<file path="config.mk">
export PLATFORM = sky130hd
export DESIGN_NAME = pipe_addsub_nbit
export DESIGN_NICKNAME = d
export VERILOG_FILES = /design/src/rtl/addsub_pkg.sv /design/src/rtl/pipe_chunk_adder.sv /design/src/rtl/pipe_addsub_nbit.sv
export SDC_FILE = /design/constraint.sdc
export NUM_CORES = 1
export LEC_CHECK = 0
export BUFFER_PORTS_ARGS = -buffer_cell sky130_fd_sc_hd__buf_2
export CORE_UTILIZATION = 57
export DETAILED_ROUTE_END_ITERATION = 10
export PLACE_DENSITY = 0.8
export RECOVER_POWER = 50
export SLEW_MARGIN = 15
export SYNTH_ARGS = -nofsm -noshare
export SYNTH_HDL_FRONTEND = slang
export SYNTH_SLANG_ARGS = --single-unit
</file>
<file path="constraint.sdc">
create_clock -name clk -period 2.7 [get_ports clk]
set_input_delay 0.135 -clock clk [delete_from_list [all_inputs] [get_ports clk]]
set_output_delay 0.135 -clock clk [all_outputs]
set_load 0.01 [all_outputs]
</file>
<file path="src/rtl/addsub_pkg.sv">
// Shared definitions for the pipelined adder/subtractor.
//   MODE_ADD / MODE_SUB : encoding of the 'sub' mode input
//   chunk_width()       : bits handled per pipeline stage
package addsub_pkg;

  localparam logic MODE_ADD = 1'b0;
  localparam logic MODE_SUB = 1'b1;

  function automatic int chunk_width(input int n, input int stages);
    return (stages <= 0) ? n : n / stages;
  endfunction

endpackage

</file>
<file path="src/rtl/pipe_chunk_adder.sv">
// Combinational W-bit adder slice with carry in/out.
//   a, b : W-bit operands
//   cin  : carry into the slice
//   sum  : W-bit result
//   cout : carry out of the slice
module pipe_chunk_adder #(
  parameter int W = 4
) (
  input  logic [W-1:0] a,
  input  logic [W-1:0] b,
  input  logic         cin,
  output logic [W-1:0] sum,
  output logic         cout
);

  always_comb begin
    {cout, sum} = {1'b0, a} + {1'b0, b} + {{W{1'b0}}, cin};
  end

endmodule

</file>
<file path="src/rtl/pipe_addsub_nbit.sv">
// Pipelined N-bit adder/subtractor, one W = N/STAGES bit chunk per stage,
// with a valid/ready handshake on both sides.
//   clk, rst            : clock, synchronous active-high reset
//   in_valid / in_ready : input handshake (a, b, cin, sub sampled on transfer)
//   a, b                : operands
//   cin                 : carry-in (add) / borrow-in (subtract)
//   sub                 : 0 = add, 1 = subtract
//   out_valid/out_ready : output handshake
//   sum, cout, ovf      : result, carry-out (subtract: 1 = no borrow), signed overflow
module pipe_addsub_nbit
  import addsub_pkg::*;
#(
  parameter int N      = 16,
  parameter int STAGES = 4
) (
  input  logic         clk,
  input  logic         rst,
  input  logic         in_valid,
  output logic         in_ready,
  input  logic [N-1:0] a,
  input  logic [N-1:0] b,
  input  logic         cin,
  input  logic         sub,
  output logic         out_valid,
  input  logic         out_ready,
  output logic [N-1:0] sum,
  output logic         cout,
  output logic         ovf
);

  localparam int W = chunk_width(N, STAGES);

  if (STAGES < 1 || (N % STAGES) != 0) begin : g_param_check
    $error("pipe_addsub_nbit: STAGES must be >= 1 and divide N");
  end

  logic         adv;
  logic [N-1:0] b_eff;
  logic         c_eff;

  // The whole pipeline moves as one unit; a stalled output freezes every stage.
  assign adv      = !out_valid || out_ready;
  assign in_ready = adv;

  always_comb begin
    b_eff = (sub == MODE_ADD) ? b : ~b;
    c_eff = (sub == MODE_SUB) ? ~cin : cin;
  end

  for (genvar k = 0; k < STAGES; k++) begin : g_stage
    // Operand bits still unconsumed when entering this stage, and bits kept
    // after it. The last stage keeps only the operand sign bits for ovf.
    localparam int IW = N - k * W;
    localparam int OW = (k < STAGES - 1) ? IW - W : 1;

    logic [IW-1:0]        a_in, b_in;
    logic                 c_in, v_in;
    logic [(k+1)*W-1:0]   s_nxt, s_q;
    logic [W-1:0]         chunk_s;
    logic                 chunk_c;
    logic [OW-1:0]        a_nxt, b_nxt, a_q, b_q;
    logic                 c_q, v_q;

    if (k == 0) begin : g_first
      assign a_in  = a;
      assign b_in  = b_eff;
      assign c_in  = c_eff;
      assign v_in  = in_valid;
      assign s_nxt = chunk_s;
    end else begin : g_next
      assign a_in  = g_stage[k-1].a_q;
      assign b_in  = g_stage[k-1].b_q;
      assign c_in  = g_stage[k-1].c_q;
      assign v_in  = g_stage[k-1].v_q;
      assign s_nxt = {chunk_s, g_stage[k-1].s_q};
    end

    if (k < STAGES - 1) begin : g_mid
      assign a_nxt = a_in[IW-1:W];
      assign b_nxt = b_in[IW-1:W];
    end else begin : g_last
      assign a_nxt = a_in[IW-1];
      assign b_nxt = b_in[IW-1];
    end

    pipe_chunk_adder #(.W(W)) u_add (
      .a    (a_in[W-1:0]),
      .b    (b_in[W-1:0]),
      .cin  (c_in),
      .sum  (chunk_s),
      .cout (chunk_c)
    );

    always_ff @(posedge clk) begin
      if (rst) begin
        v_q <= 1'b0;
        c_q <= 1'b0;
        s_q <= '0;
        a_q <= '0;
        b_q <= '0;
      end else if (adv) begin
        v_q <= v_in;
        c_q <= chunk_c;
        s_q <= s_nxt;
        a_q <= a_nxt;
        b_q <= b_nxt;
      end
    end
  end

  assign out_valid = g_stage[STAGES-1].v_q;
  assign sum       = g_stage[STAGES-1].s_q;
  assign cout      = g_stage[STAGES-1].c_q;
  // Overflow from the registered sign bits of a and b_eff; all clear after reset.
  assign ovf       = (g_stage[STAGES-1].a_q == g_stage[STAGES-1].b_q) &&
                     (sum[N-1] != g_stage[STAGES-1].a_q[0]);

endmodule

</file>
==> results of run 1 <==
## what timing repair did
| action | in CTS | in global routing |
|---|---|---|
| hold endpoints to repair | 1 | 0 |
| resized for setup | 0 | 0 |
| hold buffers | 1 | 0 |
## report_power, final
part / switching [uW] / leakage [uW] / total [uW] / internal [uW]
clock network: 485 / 0.000113 / 1100 / 619
registers: 50.5 / 0.000805 / 1590 / 1540
logic: 162 / 0.000912 / 303 / 140
## layer usage
metal  GRT usage [%]  wire length (um)
met5               0                 0
met4            6.21                79
met3            5.40               313
met2            35.4              3480
met1            26.7              3530
## final cells by class
| type | instances | area (sq um) | share of cell area [%] |
|---|---|---|---|
| inverter | 9 | 35.0 | 0.763 |
| timing repair buffer | 62 | 317 | 6.89 |
| clock buffer | 10 | 128 | 2.78 |
| clock inverter | 6 | 114 | 2.48 |
| sequential | 98 | 1960 | 42.7 |
| tap | 96 | 120 | 2.61 |
| multi-input combinational | 343 | 1920 | 41.8 |
## cell families after synthesis
kind of cell	share of synthesized area [%]
DFF	47.7
AOI/OAI and AO/OA	16.4
adders and majority gates	7.54
and+or+nand+nor	18.4
buffers and inverters	5.53
xor gates and xnor gates	4.47
## critical path, stage by stage (launching register included)
cell      delay (ps)
dfxtp_1          330
nor2b_1          210
clkinv_2         510
buf_2            340
## worst max-delay path by stage
stage / start / to / cells after the start / slack [ps]
finish: out_valid / in_ready / 3 / 810
global route: out_valid / in_ready / 3 / 630
CTS: g_stage[1].a_q[0] / g_stage[2].c_q / 5 / 810
detailed placement: sub / g_stage[0].c_q / 7 / 730
global placement: sub / g_stage[0].c_q / 7 / 750
floorplan: sub / g_stage[0].c_q / 8 / 690
## layout by cell type, fill, tap and decap left out, types with 3 or more instances in the layout
cell       count
a21o_1         5
buf_2         37
a2111o_1       4
nand3b_1       6
nor2_1        25
inv_1          8
dfxtp_1       98
or3_1          3
clkbuf_8       9
xnor2_1       15
o211ai_1       4
xor2_1         6
clkbuf_1      20
a21oi_1       76
ha_1          12
nand2_1      147
fa_1           8
nor2b_1        3
nand2b_1       3
buf_4          4
a211oi_1      22
bufinv_16      3
o21ai_0        3
## metrics by stage
stage                     power, uW  util (%)
final                          3000      66.9
after global routing           3130      66.9
after global placement         1910      63.7
after CTS                      3030      67.3
after floorplan                1840         -
after detailed placement       1930      63.7
## sequential cells by signal, indices dropped and copies added, names as in the netlist
| name | flops |
|---|---|
| g_stage.v_q | 3 |
| g_stage.c_q | 3 |
| g_stage.s_q | 24 |
| g_stage.a_q | 25 |
| out_valid | 1 |
| sum | 16 |
| g_stage.b_q | 25 |
| cout | 1 |
==> results.sh, run 1 <==
export IMPL_endpoint_kind="output pin"
export IMPL_dp_worst_setup_slack_ps=727
export IMPL_hold_viol_final=0
export IMPL_critPathKind="reg2out"
export IMPL_fillers=609
export IMPL_finalInstanceArea_sq_um=4590
export IMPL_syn_inst=484
export IMPL_routed_wl_um=7400
export IMPL_yosysTopAreaCell="dfxtp_1"
export IMPL_critical_path_arrival_ps=1760
export IMPL_synth_seq_cells=98
export IMPL_syn_nets=542
export IMPL_initial_core_util_pct=59.9
export IMPL_ant_nets=0
export IMPL_cts_root_to_sink_buffers=2
export IMPL_clock_latency_ps=350
export IMPL_placed_cells=607
export IMPL_crit_fanout=47
export IMPL_cts_setup_buffers=0
export IMPL_power_density_nw_per_um2=652
export IMPL_whs_path_depth=3
export IMPL_hp_class="in2reg"
export IMPL_die_h_um=87.0
export IMPL_grtUsageTotal_pct=21.1
export IMPL_worstSetupStartpointType="flip-flop"
export IMPL_r2r_start="g_stage[1].a_q[0]"
export IMPL_post_route_cells_drive_above_1_share_pct=11.0
export IMPL_status="complete, no violations"
export IMPL_synth_ff_type="dfxtp_1"
export IMPL_r2r_setup_slack_ps=830
export IMPL_nets=581
export IMPL_seq_area_frac_synth_pct=47.7
export IMPL_leakagePower_uw=0.00183
export IMPL_peakVddDrop_v=0.000386
export IMPL_tightest_slew_ps=988
export IMPL_hp_start="a[4]"
export IMPL_io_pins=58
export IMPL_overflow=0
export IMPL_route_detailed_drc=0
export IMPL_area_delta_synth_final_pct=11.6
export IMPL_rsz0062_at_grt="false"
export IMPL_period_share_pct=70.1
export IMPL_place_congestion=0.783
export IMPL_placed_area_sq_um=4370
export IMPL_synth_area_top_cells="dfxtp_1 (48%), nand2_1 (13%), a21oi_1 (9.2%), a211oi_1 (4.0%), fa_1 (3.9%)"
export IMPL_antenna_found_initial=0
export IMPL_dieArea_sq_um=7570
export IMPL_cts_buffers=9
export IMPL_maxSlewHeadroom_pct=34.1
export IMPL_syn_area_per_cell_sq_um=8.51
export IMPL_cts_tree="built"
export IMPL_grt_pass1_wl_um=12500
export IMPL_route_vias_total=3172
export IMPL_clkTransAtPathRegs_ps=90
export IMPL_hold_path_end="g_stage[0].a_q[0]"
export IMPL_fin_crit_ps=1890
export IMPL_final_cells=624
export IMPL_cts_root_buf="clkbuf_8"
export IMPL_yosys_warnings=0
export IMPL_dr_first_iter_drc_count=236
export IMPL_cts_sinks=98
export IMPL_netlist_top_cells_count="nand2_1 (147), dfxtp_1 (98), a21oi_1 (76)"
export IMPL_drt_wirelength_per_cell_um=11.9
export IMPL_slew_viol_final=0
export IMPL_core_sq_um=6870
export IMPL_io_buffers=57
export IMPL_layout_setup_ws_ps=808
export IMPL_netlist_area_sq_um=4120
export IMPL_die_w_um=87.0
export IMPL_setup_violations=0
export IMPL_cts_htree_levels=3
export IMPL_firstDrtPassIters=4
export IMPL_rows=30
export IMPL_grt_max_degree=107
export IMPL_ys_async_sr_fraction_pct=0
export IMPL_fin_hold_ws_ps=20.9
export IMPL_required_ps=2570
export IMPL_finalClockSkew_ps=6.08
export IMPL_dpl_hpwl_um=4800
export IMPL_viasPerCell=5.08
export IMPL_fmax_ghz=0.529
export IMPL_rr_endpoint="g_stage[2].c_q"
export IMPL_synth_edff_count=0
export IMPL_tns_ps=0
export IMPL_num_antenna_cells=0
export IMPL_ys_types=26
export IMPL_maxCapViolCount=0
export IMPL_synth_top_area_share_pct=47.7
export IMPL_rr_worst_depth=5
export IMPL_yosysMostFrequentCell="nand2_1"
export IMPL_grt_pass1_vias=2841
No activity file was read; power rests on OpenSTA's default activity.
==> run 2: changes to the inputs <==
Settings changed: CORE_UTILIZATION 57 to 51, PLACE_DENSITY 0.8 to 0.76.
Clock period 2.7 ns to 1.6 ns, I/O delays scaled along.
==> results.sh, run 2 (synthesized netlist as in run 1, its figures left out) <==
export IMPL_place_congestion=0.742
export IMPL_reg_top3="g_stage.a_q x25, g_stage.b_q x25, g_stage.s_q x24"
export IMPL_hp_start="a[11]"
export IMPL_grt_max_degree=92
export IMPL_rsz0062_at_grt="true"
export IMPL_route_vias_total=3277
export IMPL_grt_pass1_vias=3003
export IMPL_fin_crit_ps=1670
export IMPL_worstSetupStartpointType="flip-flop"
export IMPL_grtUsageTotal_pct=20.3
export IMPL_fmax_ghz=0.600
export IMPL_required_ps=1830
export IMPL_drt_wirelength_per_cell_um=12.7
export IMPL_core_sq_um=7770
export IMPL_rows=32
export IMPL_dr_first_iter_drc_count=196
export IMPL_setup_violations=3
export IMPL_cts_buffers=9
export IMPL_clkTransAtPathRegs_ps=90
export IMPL_crit_fanout=2
export IMPL_r2r_setup_slack_ps=-70
export IMPL_die_w_um=91.8
export IMPL_layout_setup_ws_ps=-66.8
export IMPL_cts_root_buf="clkbuf_8"
export IMPL_failed_checks="negative setup slack"
export IMPL_finalClockSkew_ps=10.9
export IMPL_layout_commonest_cell="nand2_1"
export IMPL_hp_class="in2reg"
export IMPL_tightest_slew_ps=461
export IMPL_tns_ps=-133
export IMPL_r2r_start="g_stage[1].c_q"
export IMPL_period_share_pct=104
export IMPL_critPathKind="reg2reg"
export IMPL_cts_tree="built"
export IMPL_grt_pass1_wl_um=13500
export IMPL_endpoint_kind="flip-flop"
export IMPL_io_pins=58
export IMPL_critical_path_arrival_ps=1900
export IMPL_worstSetupStartpoint="g_stage[1].c_q"
export IMPL_cts_sinks=98
export IMPL_nets=600
export IMPL_leakagePower_uw=0.00194
export IMPL_cts_htree_levels=3
export IMPL_finalInstanceArea_sq_um=4880
export IMPL_area_delta_synth_final_pct=18.4
export IMPL_maxSlewHeadroom_pct=69.2
export IMPL_clock_latency_ps=360
export IMPL_fillers=690
export IMPL_route_detailed_drc=0
export IMPL_die_h_um=91.8
export IMPL_final_cell_mix="nand2_1 (147), dfxtp_1 (92), a21oi_1 (75)"
export IMPL_dpl_hpwl_um=5260
export IMPL_ant_nets=0
export IMPL_cts_root_to_sink_buffers=2
export IMPL_viasPerCell=5.05
export IMPL_post_route_cells_drive_above_1_share_pct=16.6
export IMPL_placed_area_sq_um=4500
export IMPL_slew_viol_final=0
export IMPL_peakVddDrop_v=0.000544
export IMPL_routed_wl_um=8270
export IMPL_initial_core_util_pct=53.0
export IMPL_firstDrtPassIters=4
export IMPL_maxCapViolCount=0
export IMPL_power_density_nw_per_um2=1000
export IMPL_io_buffers=57
export IMPL_cts_setup_buffers=0
export IMPL_utilization_pct=62.8
export IMPL_num_antenna_cells=0
export IMPL_status="finished, violations left"
export IMPL_hold_viol_final=0
export IMPL_antenna_found_initial=0
export IMPL_dieArea_sq_um=8430
export IMPL_overflow=0
[run 2: changes by cell type in the layout (fill, tap and decap cells not counted), sizes merged]
cell | before | now
dlygate4sd3 | 1 | 13
buf | 42 | 50
bufinv | 3 | 1
inv | 9 | 11
clkinvlp | 2 | 1
[run 2: through the flow]
step	cells	worst slack [ps]	power (uW)	hold slack, ps
final	649	-66.8	4900	13.0
after CTS	649	-101	4920	3.91
after global routing	649	-118	5150	6.89
after floorplan	484	-186	3110	220
after global placement	620	-143	3260	326
after detailed placement	620	-193	3290	330
[run 2: metal layers]
layer	vias up	GRT usage (%)	wire length, um
li1	1710	-	-
met1	1486	26.4	3870
met2	66	33.1	3950
met3	15	3.90	296
met4	0	8.46	149
met5	-	0	0
[run 2: area by class of cell]
class | count | area (sq um) | share of cell area, %
multi-input combinational | 343 | 2000 | 41.1
sequential | 98 | 1970 | 40.4
timing repair buffer | 81 | 532 | 10.9
clock buffer | 11 | 141 | 2.90
tap | 102 | 128 | 2.62
clock inverter | 5 | 60.1 | 1.23
inverter | 9 | 41.3 | 0.847
[run 2: power breakdown]
part / internal, uW / switching [uW]
registers: 2600 / 89.0
clock network: 775 / 832
logic: 293 / 306
total: 3670 / 1230
[run 2: final timing paths]
path | end | depth (start not counted)
max reg2reg | g_stage[2].c_q | 5
min reg2reg | g_stage[2].a_q[0] | 2
max | g_stage[2].c_q | 5
min | g_stage[0].a_q[7] | 3
[run 2: what timing repair did]
item | 4_1_cts | 5_1_grt
endpoints found under the setup margin | 5 | 9
endpoints found under the hold margin | 13 | 0
gates resized for setup | 10 | 12
pin swaps | 8 | 4
hold buffers | 13 | 0
[run 2: worst max-delay path, stage by stage, from the launching register on]
cell and delay [ps]:
dfxtp_2 340, fa_2 410, fa_2 380, a21o_1 180
a211oi_2 180, a211oi_1 70
==> run 3: changes to the inputs <==
Settings changed: CORE_MARGIN from default to 5.
==> results.sh, run 3 (synthesized netlist as in run 1, its figures left out) <==
export IMPL_peakVddDrop_v=0.000416
export IMPL_critPathKind="reg2reg"
export IMPL_route_detailed_drc=0
export IMPL_cts_tree="built"
export IMPL_nets=605
export IMPL_grt_pass1_wl_um=14000
export IMPL_status="finished, violations left"
export IMPL_tightest_slew_ps=544
export IMPL_ant_nets=0
export IMPL_die_w_um=99.8
export IMPL_endpoint_kind="flip-flop"
export IMPL_crit_chain="inv_2 -> fa_2 -> fa_2 -> nor2b_1 -> o21ai_1 -> a211oi_2"
export IMPL_place_congestion=0.803
export IMPL_slew_viol_final=0
export IMPL_leakagePower_uw=0.00195
export IMPL_failed_checks="negative setup slack"
export IMPL_crit_family="adder cells"
export IMPL_rows=32
export IMPL_dr_first_iter_drc_count=132
export IMPL_period_share_pct=103
export IMPL_dieArea_sq_um=9970
export IMPL_worstSetupStartpointType="flip-flop"
export IMPL_firstDrtPassIters=4
export IMPL_antenna_found_initial=0
export IMPL_overflow=0
export IMPL_io_buffers=57
export IMPL_routed_wl_um=8050
export IMPL_grt_max_degree=60
export IMPL_slowest_delay_ps=400
export IMPL_drt_wirelength_per_cell_um=12.3
export IMPL_utilization_pct=62.3
export IMPL_timing_critical_path_mode_cell="fa_2"
export IMPL_rsz0062_at_grt="true"
export IMPL_route_vias_total=3250
export IMPL_reg_top3="g_stage.a_q x25, g_stage.b_q x25, g_stage.s_q x24"
export IMPL_grt_pass1_vias=3240
export IMPL_critical_path_buf_inv_count=1
export IMPL_fillers=691
export IMPL_fmax_ghz=0.609
export IMPL_hp_class="in2reg"
export IMPL_layout_setup_ws_ps=-41.5
export IMPL_setup_violations=3
export IMPL_layout_commonest_cell="nand2_1"
export IMPL_cts_sinks=98
export IMPL_die_h_um=99.8
export IMPL_maxSlewHeadroom_pct=63.7
export IMPL_core_sq_um=7810
export IMPL_clkTransAtPathRegs_ps=100
export IMPL_dpl_hpwl_um=5460
export IMPL_io_pins=58
export IMPL_final_cell_mix="nand2_1 (147), dfxtp_1 (91), a21oi_1 (76)"
export IMPL_fin_crit_ps=1640
export IMPL_required_ps=1890
export IMPL_clock_latency_ps=370
export IMPL_area_delta_synth_final_pct=18.1
export IMPL_hold_viol_final=0
export IMPL_finalClockSkew_ps=12.9
export IMPL_cts_root_to_sink_buffers=2
export IMPL_initial_core_util_pct=52.7
export IMPL_crit_fanout=2
export IMPL_post_route_cells_drive_above_1_share_pct=16.1
export IMPL_cp_slowest_cell="fa_2"
export IMPL_critical_path_arrival_ps=1930
export IMPL_power_density_nw_per_um2=1020
export IMPL_cts_root_buf="clkbuf_8"
export IMPL_cts_htree_levels=3
export IMPL_grtUsageTotal_pct=17.1
export IMPL_num_antenna_cells=0
export IMPL_viasPerCell=4.97
export IMPL_cts_buffers=9
export IMPL_tns_ps=-85.3
export IMPL_dp_worst_setup_slack_ps=-158
export IMPL_maxCapViolCount=0
run 3: cell count changes in the layout (fill, tap and decap cells not counted), moves of 3 or more:
cell,before,now
dlygate4sd3_1,13,17
buf_12,4,1
buf_4,7,10
inv_8,1,4
run 3: path summary, 6_finish.rpt:
kind / startpoint / endpoint / slack [ps] / depth (start not counted)
worst max-delay path: g_stage[2].a_q[0] / cout / -40 / 6
worst min-delay path: b[10] / g_stage[0].b_q[6] / 10 / 3
worst max register to register: g_stage[2].a_q[0] / cout / -40 / 6
worst min register to register: g_stage[0].s_q[1] / g_stage[1].s_q[1] / 450 / 2
run 3: area by class of cell:
cell class | instances | area, sq um | area share, %
sequential | 98 | 1970 | 40.5
inverter | 9 | 35.0 | 0.721
clock buffer | 9 | 124 | 2.55
multi-input combinational | 343 | 1970 | 40.6
clock inverter | 7 | 92.6 | 1.90
timing repair buffer | 86 | 541 | 11.1
tap | 102 | 128 | 2.62
run 3: worst register-to-register path, delay by kind of cell, from the launching register on:
kind	cells	cell delay (ps)
and+or+nand+nor	1	140
buffers and inverters	1	40
AOI/OAI and AO/OA	2	250
DFF	1	340
adders and majority gates	2	800
run 3: timing repair:
action                     in CTS  in global routing
setup buffers                   0                  0
setup endpoints to repair       5                  7
pin swaps                       1                  5
hold endpoints to repair       17                  0
hold buffers                   17                  0
gates resized for setup         6                 10
run 3: routing by layer:
metal  GRT usage (%)  up-vias  share of wire, %
met4            6.83        0               1.7
li1                -     1716                 -
met2            30.1       46                48
met3            3.27       14               3.7
met5               0        -                 0
met1            20.5     1474                47
run 3: power by group:
group | leakage (uW) | internal (uW) | switching, uW
Combinational | 0.00103 | 291 | 292
Clock | 0.000112 | 775 | 932
Sequential | 0.000808 | 2600 | 89.2
run 3: stage by stage:
stage / std cells / hold WS (ps) / cell area, sq um / power [uW]
after floorplan: 484 / 220 / 4160 / 3110
after global placement: 621 / 326 / 4490 / 3270
after detailed placement: 621 / 329 / 4490 / 3300
after CTS: 654 / 4.20 / 4890 / 5030
after global routing: 654 / 10.5 / 4860 / 5230
final: 654 / 11.6 / 4860 / 4980
